<file path="src/rtl/ifu.sv">
// Instruction fetch unit: issues sequential fetch requests to the bus,
// collects in-order responses into a small fetch queue and presents the
// queue head to decode. Redirects flush the queue and discard responses
// that belong to the abandoned path.
//
// Handshake semantics (all interfaces): a transfer happens on a rising
// edge where valid && ready are both high. A source never withdraws
// valid, nor changes its payload, until the transfer happens. A sink may
// raise or drop ready at will.
module ifu #(
    parameter int unsigned     AW       = 32,
    parameter int unsigned     DW       = 32,
    parameter logic [AW-1:0]   RST_PC   = 32'h0000_0000,
    parameter int unsigned     FQ_DEPTH = 4
) (
    input  logic          clk,
    input  logic          rst,
    // fetch bus master side
    output logic          ifetch_req_vld,
    output logic [AW-1:0] ifetch_req_pc,
    input  logic          ifetch_req_rdy,
    input  logic          ifetch_rsp_vld,
    output logic          ifetch_rsp_rdy,
    input  logic [DW-1:0] ifetch_rsp_ir,
    // redirect from execute
    input  logic          redir_vld,
    input  logic [AW-1:0] redir_pc,
    // decode side
    output logic          ir_vld,
    input  logic          ir_rdy,
    output logic [DW-1:0] ir,
    output logic [AW-1:0] ir_pc
);

    localparam int unsigned CW = $clog2(FQ_DEPTH + 1);
    localparam int unsigned PW = $clog2(FQ_DEPTH);

    logic          run_q;
    logic          hold_q,       hold_d;
    logic [AW-1:0] fpc_q,        fpc_d;
    logic          stale_pend_q, stale_pend_d;
    logic [AW-1:0] stale_pc_q,   stale_pc_d;
    logic [AW-1:0] rpc_q,        rpc_d;
    logic [CW-1:0] inflight_q,   inflight_d;
    logic [CW-1:0] drop_q,       drop_d;
    logic [CW-1:0] fq_cnt_q,     fq_cnt_d;
    logic [PW-1:0] wr_ptr_q,     wr_ptr_d;
    logic [PW-1:0] rd_ptr_q,     rd_ptr_d;

    logic [DW-1:0] fq_ir_q [FQ_DEPTH];
    logic [AW-1:0] fq_pc_q [FQ_DEPTH];

    logic [CW:0]   used;
    logic          credit_ok;
    logic          acc;
    logic          rsp_fire;
    logic          drop_rsp;
    logic          push;
    logic          pop;

    // Credit, handshake and queue-event decode
    always_comb begin
        used           = {1'b0, inflight_q} + {1'b0, fq_cnt_q};
        credit_ok      = (used < (CW + 1)'(FQ_DEPTH));
        // A held request stays up regardless of credit; it consumed its
        // credit when it first asserted.
        ifetch_req_vld = run_q & ~rst & (hold_q | credit_ok);
        // While a redirect is pending behind a held request, the held PC
        // stays on the bus and fpc already points at the new path.
        ifetch_req_pc  = stale_pend_q ? stale_pc_q : fpc_q;
        ifetch_rsp_rdy = run_q & ~rst;
        acc            = ifetch_req_vld & ifetch_req_rdy;
        rsp_fire       = ifetch_rsp_vld & ifetch_rsp_rdy;
        drop_rsp       = rsp_fire & (drop_q != '0);
        // A response coinciding with a redirect never enters the queue.
        push           = rsp_fire & (drop_q == '0) & ~redir_vld;
        pop            = ir_vld & ir_rdy & ~redir_vld;
    end

    // Next-state computation for PCs, counters, pointers and redirect handling
    always_comb begin
        hold_d       = ifetch_req_vld & ~ifetch_req_rdy;
        fpc_d        = fpc_q;
        stale_pend_d = stale_pend_q;
        stale_pc_d   = stale_pc_q;
        rpc_d        = rpc_q;
        drop_d       = drop_q;
        wr_ptr_d     = wr_ptr_q;
        rd_ptr_d     = rd_ptr_q;
        inflight_d   = inflight_q + CW'(acc) - CW'(rsp_fire);
        fq_cnt_d     = fq_cnt_q + CW'(push) - CW'(pop);

        if (acc) begin
            if (stale_pend_q) begin
                // The stale request goes out without advancing fpc; its
                // response must be thrown away.
                stale_pend_d = 1'b0;
            end else begin
                fpc_d = fpc_q + AW'(4);
            end
        end

        if (drop_rsp) begin
            drop_d = drop_q - CW'(1);
        end
        if (acc && stale_pend_q) begin
            drop_d = drop_d + CW'(1);
        end

        if (push) begin
            rpc_d    = rpc_q + AW'(4);
            wr_ptr_d = wr_ptr_q + PW'(1);
        end
        if (pop) begin
            rd_ptr_d = rd_ptr_q + PW'(1);
        end

        if (redir_vld) begin
            fq_cnt_d = '0;
            wr_ptr_d = '0;
            rd_ptr_d = '0;
            rpc_d    = redir_pc;
            fpc_d    = redir_pc;
            // Everything still outstanding after this edge belongs to the
            // old path, including a request accepted in this very cycle.
            drop_d   = inflight_d;
            if (ifetch_req_vld && !ifetch_req_rdy) begin
                stale_pend_d = 1'b1;
                stale_pc_d   = ifetch_req_pc;
            end else begin
                stale_pend_d = 1'b0;
            end
        end
    end

    // Control state register with synchronous reset
    always_ff @(posedge clk) begin
        if (rst) begin
            run_q        <= 1'b0;
            hold_q       <= 1'b0;
            fpc_q        <= RST_PC;
            stale_pend_q <= 1'b0;
            stale_pc_q   <= RST_PC;
            rpc_q        <= RST_PC;
            inflight_q   <= '0;
            drop_q       <= '0;
            fq_cnt_q     <= '0;
            wr_ptr_q     <= '0;
            rd_ptr_q     <= '0;
        end else begin
            run_q        <= 1'b1;
            hold_q       <= hold_d;
            fpc_q        <= fpc_d;
            stale_pend_q <= stale_pend_d;
            stale_pc_q   <= stale_pc_d;
            rpc_q        <= rpc_d;
            inflight_q   <= inflight_d;
            drop_q       <= drop_d;
            fq_cnt_q     <= fq_cnt_d;
            wr_ptr_q     <= wr_ptr_d;
            rd_ptr_q     <= rd_ptr_d;
        end
    end

    // Fetch queue storage; contents are qualified by fq_cnt so no reset needed
    always_ff @(posedge clk) begin
        if (push) begin
            fq_ir_q[wr_ptr_q] <= ifetch_rsp_ir;
            fq_pc_q[wr_ptr_q] <= rpc_q;
        end
    end

    // Decode-facing outputs come straight from registered queue state
    always_comb begin
        ir_vld = (fq_cnt_q != '0);
        ir     = fq_ir_q[rd_ptr_q];
        ir_pc  = fq_pc_q[rd_ptr_q];
    end

endmodule

</file>
<file path="config.mk">
export PLATFORM = sky130hd
export DESIGN_NAME = ifu
export DESIGN_NICKNAME = d
export VERILOG_FILES = /design/src/rtl/ifu.sv
export SDC_FILE = /design/constraint.sdc
export NUM_CORES = 1
export LEC_CHECK = 0
export CAP_MARGIN = 20
export CORE_MARGIN = 8
export CORE_UTILIZATION = 53
export CTS_BUF_LIST = sky130_fd_sc_hd__clkbuf_2
export CTS_CLUSTER_DIAMETER = 60
export DETAILED_ROUTE_END_ITERATION = 10
export HOLD_SLACK_MARGIN = 0.06
export PLACE_DENSITY = 0.79
export SKIP_LAST_GASP = 1
export SYNTH_ARGS = -nofsm -noshare
export SYNTH_HDL_FRONTEND = slang
export SYNTH_SLANG_ARGS = --single-unit
</file>
<file path="constraint.sdc">
create_clock -name clk -period 3.2 [get_ports clk]
set_input_delay 0.64 -clock clk [delete_from_list [all_inputs] [get_ports clk]]
set_output_delay 0.64 -clock clk [all_outputs]
set_load 0.01 [all_outputs]
</file>
* Word level (Yosys, flattened, before mapping)
Memory sizes are Yosys's and may differ from the RTL's. A register that Yosys moved wholly into a read port is not among the register bits.
Cells that the tools add are included.
** Cells by class
- Add/sub/neg operators :: 11
- Magnitude comparators :: 1
- Equal/unequal tests :: 1
- Muxes and demuxes :: 19
- Bitwise operators :: 14
- Reductions and logical operators :: 11
** Operator list (number)
- 32-bit two-way mux :: 6
- 32-bit by 3-bit adder with 32-bit output (second input constant) :: 2
- 1-bit AND :: 10
- 3-bit two-way mux :: 3
- 2-bit two-way mux :: 4
- 3-bit by 1-bit adder with 3-bit output :: 2
- 1-bit two-way mux :: 6
- 3-bit nonzero test :: 2
- 3-bit by 1-bit subtractor with 3-bit output :: 2
- 2-bit by 1-bit adder with 2-bit output (second input constant) :: 2
- 3-bit by 3-bit adder with 4-bit output :: 1
- 4-bit by 3-bit less-than comparator with 1-bit output (second input constant) :: 1
- 2-bit AND reduction :: 2
- 2-bit nonzero test :: 2
- 3-bit by 1-bit adder with 3-bit output (second input constant) :: 1
- 3-bit zero test :: 1
- 1-bit inverter :: 3
- 3-bit by 1-bit subtractor with 3-bit output (second input constant) :: 1
- 1-bit logical AND :: 2
- 2-bit inequality test (second input constant) :: 1
- 2-bit OR reduction :: 1
- 1-bit zero test :: 1
- 1-bit bitwise OR :: 1
** Storage, ports and cells
- Flip-flop bits (word level) :: 112
- Bits in writable memories :: 256
- Output and inout bits :: 99
- Memories :: 2
** Memory list
- fq_ir_q :: words 4, bits a word 32, rd ports 1, clocked after memory_dff 1, write ports 1, RTL line 50 : logic [DW-1:0] fq_ir_q [FQ_DEPTH];
- fq_pc_q :: words 4, bits a word 32, rd ports 1, clocked after memory_dff 1, write ports 1, RTL line 51 : logic [AW-1:0] fq_pc_q [FQ_DEPTH];

* Depth between registers and ports, before layout
Gate-level depths: netlist of run 1.
- Depth after elaboration :: 8
- Gate-level depth with buffers :: 14
- Depth with buffers taken out :: 13

* Worst setup path before layout of run 1
OpenSTA, ideal clock, no wires.
- Kind :: in2reg
- Start :: in redir_vld
- End :: mem fq_ir_q[1][0] (enable)
- Library setup time :: 0.429 ns
- Arrival :: 2.697 ns
- Setup slack :: 0.074 ns
- Stages :: 3
- Buffers on the path :: 1
- Path through :: clkbuf_1 nor3_1 and2_1
** Between the ends
- Cells in the longest elaborated chain, start to end :: 4
** Ends and longest elaborated chain
- start, declared :: RTL line 26 : input logic redir_vld,
- 1-bit inverter :: RTL line 76 : push = rsp_fire & (drop_q == '0) & ~redir_vld;
- 1-bit AND :: RTL line 76
- 1-bit two-way mux :: RTL line 167 : if (push) begin
- 1-bit two-way mux (not written as such) :: RTL line 168 : fq_ir_q[wr_ptr_q] <= ifetch_rsp_ir;
- end, declared :: RTL line 50
Every way passes these cells.

==> flow_summary.json, run 1 <==
{
  "drt_wl_total_um": 33670,
  "synth_nets": 1050,
  "die_h_um": 184.6,
  "wire_per_inst_um": 20.19,
  "synth-async-reset-ratio_pct": 0,
  "rsz0062_at_grt": "true",
  "min_path_type": "in2reg",
  "synth_compound_area_share_pct": 5.457,
  "synth-seq-cells": 370,
  "clkTransAtPathRegs_ns": 0.12,
  "ys.warnings.count": 0,
  "timing.critical_path.required_ns": 2.56,
  "clock_tree_from_tritoncts": "done",
  "synth_top_cells_by_area": "edfxtp_1 (51%), dfxtp_1 (15%), mux4_2 (9.6%), mux2i_1 (2.4%), mux2_2 (2.3%)",
  "top_level_ports": 169,
  "postLayoutCellArea_um2": 18550,
  "antenna_violations_before_repair": 2,
  "post_route_cells_drive_above_1_share_pct": 23.20,
  "critPathArrivalTime_ns": 2.63,
  "result_of_the_run": "finished with violations",
  "slew_at_the_pin_closest_to_its_max_slew_limit_ns": 0.7812,
  "post-dp-hpwl_um": 21900,
  "powerDensity_nw_per_um2": 503.3,
  "fin_cells": 1668,
  "startpoint_type": "flip-flop",
  "timing.critical_path.fanout_max": 12,
  "cellLeakagePower_nw": 6.748,
  "synth_seq_area_share_pct": 66.18,
  "track_usage_pct": 19.68,
  "final.setup_skew_ns": 0.05697,
  "synth_top_family_by_area": "multiplexers",
  "yosys.area.top_type": "edfxtp_1",
  "xor_xnor_fraction_of_synth_area_pct": 3.489,
  "synth.avg_cell_area_um2": 15.64,
  "start_util_pct": 54.07,
  "ctsLongestPathBuffers": 3,
  "grt-ovfl-total": 0,
  "placed_cells_incl_taps": 1486,
  "finalPower_w": 0.009337,
  "drt_pass1_iterations": 5,
  "post_synth_instance_area_um2": 15060,
  "relSlewSlack_pct": 47.44,
  "ir_worst_vdd_mv": 0.2823,
  "post-route-drc-count": 0,
  "rows": 61,
  "max_cap_viols": 0,
  "place_congestion": 0.8835,
  "ys_top_cells_by_count": "edfxtp_1 (256), dfxtp_1 (114), mux4_2 (64), nor2_1 (59), a21boi_0 (38)",
  "grt_pass1_vias": 9489,
  "cp_slowest_stage_delay_ns": 0.53,
  "clk_root_buffer_cell": "clkbuf_2",
  "violations": "negative setup slack",
  "synth.distinct_cells": 56,
  "cts_made_buffers": 92,
  "multi_input_area_um2": 4855,
  "detailedRoute.firstIterationViolations": 689,
  "die_x_um": 184.6,
  "vias_per_cell": 5.528,
  "layout.filler_cells": 1982,
  "fp.dieArea_um2": 34070,
  "max_freq_mhz": 305.4,
  "grt_pass1_wl_um": 52000,
  "worstSetupEndpointType": "primary output",
  "synth-simple-area-share_pct": 7.368,
  "place_area_um2": 17350,
  "number_of_levels_in_the_clock_h_tree": 3,
  "via_count": 9220,
  "clk-insertion-delay-late_ns": 0.89,
  "muxShareOfSynthArea_pct": 14.28,
  "ys.flop_type": "edfxtp_1",
  "cell_count_after_synthesis": 963,
  "storage_element_area_um2": 9976,
  "clock-sinks": 370,
  "min_period_over_period_pct": 102.3,
  "timing.critical_path.cells": "buf_12 -> buf_16 -> mux4_2 -> clkdlybuf4s50_1",
  "final-setup-viol-count": 21,
  "final_max_tran_viols": 0,
  "hold_viol": 0,
  "area_of_the_placeable_core_um2": 27860,
  "timing.final.ws_setup_ns": -0.07488,
  "cpMaxStageDelayCell": "mux4_2",
  "yosys.area_share.adder_pct": 1.512,
  "synth_largest_type_area_fraction_pct": 51.03,
  "worst-setup-path-type": "reg2out",
  "antenna_left": 0,
  "buffer_ports.inserted": 168,
  "finalCriticalPeriod_ns": 3.275,
  "layout.nets": 1304,
  "synth_most_common_cell": "edfxtp_1",
  "synth-edff-count": 256,
  "grt_start_max_net_pins": 65,
  "area_growth_pct": 23.16
}
[metal layers]
layer | share of wire (%) | up-vias | global-route usage, %
li1 | - | 4286 | -
met1 | 43 | 4487 | 25.99
met2 | 46 | 381 | 30.11
met3 | 8.7 | 64 | 6.005
met4 | 2.5 | 2 | 7.970
met5 | 0.039 | - | 0
[worst paths after layout]
check,endpoint,start,cells past startpoint,slack [ns]
min,fpc_q[1]$_SDFFE_PP0P_,redir_pc[1],3,0.36
max,ir[31],flip-flop,4,-0.07
max reg2reg,drop_q[2]$_SDFF_PP0_,fq_cnt_q[2]$_SDFF_PP0_,13,0.65
min reg2reg,fpc_q[0]$_SDFFE_PP0P_,fpc_q[0]$_SDFFE_PP0P_,2,0.49
[layout by cell type (no fill, tap or decap), types with 16 or more instances in the layout]
cell type,n
dfxtp_1,111
mux4_2,64
xor2_1,26
dlymetal6s2s_1,19
clkinv_1,21
edfxtp_1,256
mux2i_1,36
o21a_1,27
clkbuf_2,129
buf_4,25
xnor2_1,34
nor2_1,59
a21boi_0,38
mux2_2,31
nand2_1,35
nand3_1,23
clkdlybuf4s50_1,134
nand4_1,16
[kinds of logic (layout without fill, tap and decap cells)]
logic type                 Yosys count  after routing
xor gates and xnor gates            60             60
AOI/OAI and AO/OA                  112            112
DFF                                370            370
muxes                              131            131
other                                0              1
buffers and inverters               65            391
and+or+nand+nor                    208            208
adders and majority gates           17             17
[cell type report]
cell class	count	area share (%)
Tap cell	378	2.549
Sequential cell	370	53.77
Multi-Input combinational cell	528	26.17
Clock inverter	37	1.571
Timing Repair Buffer	210	12.14
Inverter	15	0.3035
Antenna cell	1	0.01349
Clock buffer	129	3.480
[power by group]
group          internal [W]  switching (W)  leakage (nW)
registers           0.00521       0.000129          3.26
logic              0.000346       0.000308          2.80
clock network       0.00151        0.00184         0.683
total               0.00706        0.00228          6.75
[metrics by stage]
stage          worst slack (ns)  utilization [%]  setup TNS [ns]  hold WS [ns]
6_report               -0.07488            66.59         -0.7603        0.3634
5_1_grt                 -0.2196            66.59          -6.265        0.2785
4_1_cts                 -0.1794            66.06          -6.995        0.2864
3_5_place_dp             0.2313            62.28               0        0.4728
3_3_place_gp             0.2920            62.28               0        0.4677
2_1_floorplan           0.07417                -               0        0.4338
[repair_timing]
item / in CTS / in global routing
gates cloned: 1 / 1
setup buffers: 7 / 5
endpoints found under the hold margin: 3 / 0
resized for setup: 22 / 22
endpoints found under the setup margin: 96 / 67
hold buffers: 1 / 0
pin swaps: 3 / 0
[worst max-delay path: cells and delay by family (launching register included)]
family	cells	cell delay, ns
buf+inv	3	0.78
mux	1	0.53
flops	1	0.44
[registers in the layout, indices dropped and copies added (netlist names), 3 cells and up, named ones only]
name,count
fpc_q,32
stale_pc_q,32
fq_ir_q,128
drop_q,3
fq_pc_q,128
inflight_q,3
fq_cnt_q,3
rpc_q,32
(Power assumes the default switching activity.)
==> run 2: changes to the inputs <==
Settings changed: GPL_TIMING_DRIVEN set to 0.
==> run 2 against run 1 <==
Net effect:
- the flow now finishes without violations
- sequential cell count unchanged
- sequential share of layout area up 0.43 points
- setup slack better by 0.15 ns
- combinational power up 2%
- critical path type unchanged
- count of clock-buffer cells in the layout up 10
- largest cell class unchanged
- global-route usage up 0.61 points
- die area unchanged
- total power down 2.1%
- clock skew up 0.013 ns
- first-iteration DRC count up 1.7%
- highest routed layer is now met4
- wire length up 3.1%
==> flow_summary.json, run 2 (synthesis results as in run 1) <==
{
  "result_of_the_run": "finished, final reports clean",
  "clock_tree_from_tritoncts": "done",
  "totalNegativeSetupSlack_ns": 0,
  "clockPowerShare_pct": 34.3,
  "timing.critical_path.required_ns": 2.56,
  "fin_worst_hold_slack_ns": 0.3395,
  "drt_wl_total_um": 34720,
  "layout.nets": 1325,
  "critPathBufInv": 4,
  "ctsLongestPathBuffers": 3,
  "rsz0062_at_grt": "true",
  "cpMaxStageDelayCell": "mux4_2",
  "timing.critical_path.fanout_max": 7,
  "post-dp-hpwl_um": 23460,
  "top_level_ports": 169,
  "power_frac_seq_pct": 58.3,
  "p_sw_w": 0.002335,
  "layout_common_cells": "edfxtp_1 (256), clkbuf_2 (143), dfxtp_1 (111)",
  "final_max_tran_viols": 0,
  "grt-ovfl-total": 0,
  "cellLeakagePower_nw": 6.657,
  "area_growth_pct": 22.20,
  "endpoint": "ir[0]",
  "intPower_w": 0.006802,
  "worst_path_depth": 5,
  "antenna_left": 0,
  "hold_viol": 0,
  "r2r_start": "inflight_q[1]$_SDFF_PP0_",
  "cp_slowest_stage_delay_ns": 0.52,
  "rows": 61,
  "min_path_type": "in2reg",
  "final.setup_skew_ns": 0.07029,
  "cts_made_buffers": 90,
  "finalPower_w": 0.009137,
  "layout.filler_cells": 2006,
  "startpoint_type": "flip-flop",
  "worstSetupEndpointType": "primary output",
  "via_count": 9396,
  "relSlewSlack_pct": 38.27,
  "worstRegToRegCells": 13,
  "place_worst_setup_slack_ns": -0.3559,
  "power.share.switching_pct": 25.55,
  "worst-setup-path-type": "reg2out",
  "clkTransAtPathRegs_ns": 0.10,
  "drt_pass1_iterations": 5,
  "start_util_pct": 54.07,
  "area_of_the_placeable_core_um2": 27860,
  "clk_root_buffer_cell": "clkbuf_2",
  "grt_pass1_vias": 9714,
  "ir_worst_vdd_mv": 0.2219,
  "slew_at_the_pin_closest_to_its_max_slew_limit_ns": 0.9175,
  "antenna_violations_before_repair": 1,
  "cpMostUsedCell": "buf_4",
  "finalCriticalPeriod_ns": 3.121,
  "max_cap_viols": 0,
  "track_usage_pct": 20.30,
  "clock-sinks": 370,
  "share_comb_of_total_power_pct": 7.3,
  "buffer_ports.inserted": 167,
  "critical-path-top-delay-family": "buffers and inverters",
  "layout_top_registers": "fq_ir_q (128), fq_pc_q (128)",
  "max_freq_mhz": 320.4,
  "die_x_um": 184.6,
  "grt_start_max_net_pins": 53,
  "post_route_cells_drive_above_1_share_pct": 23.38,
  "vias_per_cell": 5.553,
  "post-route-drc-count": 0,
  "clk-insertion-delay-late_ns": 0.89,
  "place_congestion": 0.9439,
  "timing.final.ws_setup_ns": 0.07907,
  "critPathArrivalTime_ns": 2.48,
  "detailedRoute.firstIterationViolations": 701,
  "worst_r2r_endpoint": "drop_q[2]$_SDFF_PP0_",
  "final-setup-viol-count": 0,
  "powerDensity_nw_per_um2": 496.4,
  "die_h_um": 184.6,
  "min_period_over_period_pct": 97.53,
  "fp.dieArea_um2": 34070,
  "number_of_levels_in_the_clock_h_tree": 3,
  "timing.critical_path.cells": "buf_4 -> buf_4 -> buf_4 -> mux4_2 -> dlygate4sd2_1",
  "grt_pass1_wl_um": 53570,
  "wire_per_inst_um": 20.52,
  "reg2reg_slack_ns": 0.44,
  "timing.hold.worst_path_depth": 4,
  "most_common_library_cell_in_the_layout_ignoring_fill_and_taps": "edfxtp_1"
}
run 2: routing by layer:
metal	up-vias	share of wire, %	track usage, %	wire (um)
li1	4321	-	-	-
met1	4581	42	26.28	14640
met4	0	2.0	7.519	696
met3	62	8.9	5.336	3102
met2	432	47	32.61	16280
met5	-	0	0	0
run 2: worst min path at each step:
| stage | startpoint | end | slack [ns] |
|---|---|---|---|
| global route | redir_pc[1] | rpc_q[1]$_SDFFE_PP0P_ | 0.28 |
| CTS | redir_pc[1] | rpc_q[1]$_SDFFE_PP0P_ | 0.26 |
| finish | redir_vld | fpc_q[30]$_SDFFE_PP0P_ | 0.34 |
| floorplan | fpc_q[0]$_SDFFE_PP0P_ | fpc_q[0]$_SDFFE_PP0P_ | 0.43 |
| global placement | stale_pc_q[19]$_SDFFE_PP0P_ | stale_pc_q[19]$_SDFFE_PP0P_ | 0.47 |
| detailed placement | stale_pc_q[29]$_SDFFE_PP0P_ | stale_pc_q[29]$_SDFFE_PP0P_ | 0.48 |
run 2: final cells by class:
| class | instances | area, um^2 | share of cell area, % |
|---|---|---|---|
| Antenna cell | 1 | 2.502 | 0.01359 |
| Buffer | 47 | 327.8 | 1.781 |
| Clock buffer | 139 | 695.7 | 3.779 |
| Clock inverter | 28 | 163.9 | 0.8904 |
| Inverter | 15 | 56.30 | 0.3059 |
| Multi-Input combinational cell | 528 | 4865 | 26.43 |
| Sequential cell | 370 | 9978 | 54.21 |
| Tap cell | 378 | 473.0 | 2.569 |
| Timing Repair Buffer | 186 | 1846 | 10.03 |
run 2: what timing repair did:
item	CTS	global route
resized for setup	128	23
endpoints found under the setup margin	91	50
buffers inserted	11	3
pin swaps	1	0
gates cloned	1	0
hold buffers	0	0
run 2: power groups by stage:
stage / registers (W) / logic [W] / clock network, W
floorplan: 0.00540 / 0.000346 / 0
global placement: 0.00543 / 0.000637 / 0
detailed placement: 0.00544 / 0.000652 / 0
CTS: 0.00533 / 0.000664 / 0.00322
global route: 0.00535 / 0.000721 / 0.00348
finish: 0.00533 / 0.000669 / 0.00314
run 2: stage by stage:
step           util [%]  instances  area [um^2]
4_1_cts           65.92       1688        18360
2_1_floorplan         -        963        15060
3_3_place_gp      61.77       1508        17210
3_5_place_dp      62.17       1512        17320
6_report          66.08       1692        18410
5_1_grt           66.08       1692        18410
run 2: worst min-delay path: stages:
cell	delay, ns
clkbuf_1	0.24
nor2_1	0.16
a31oi_1	0.09
nand2_1	0.05
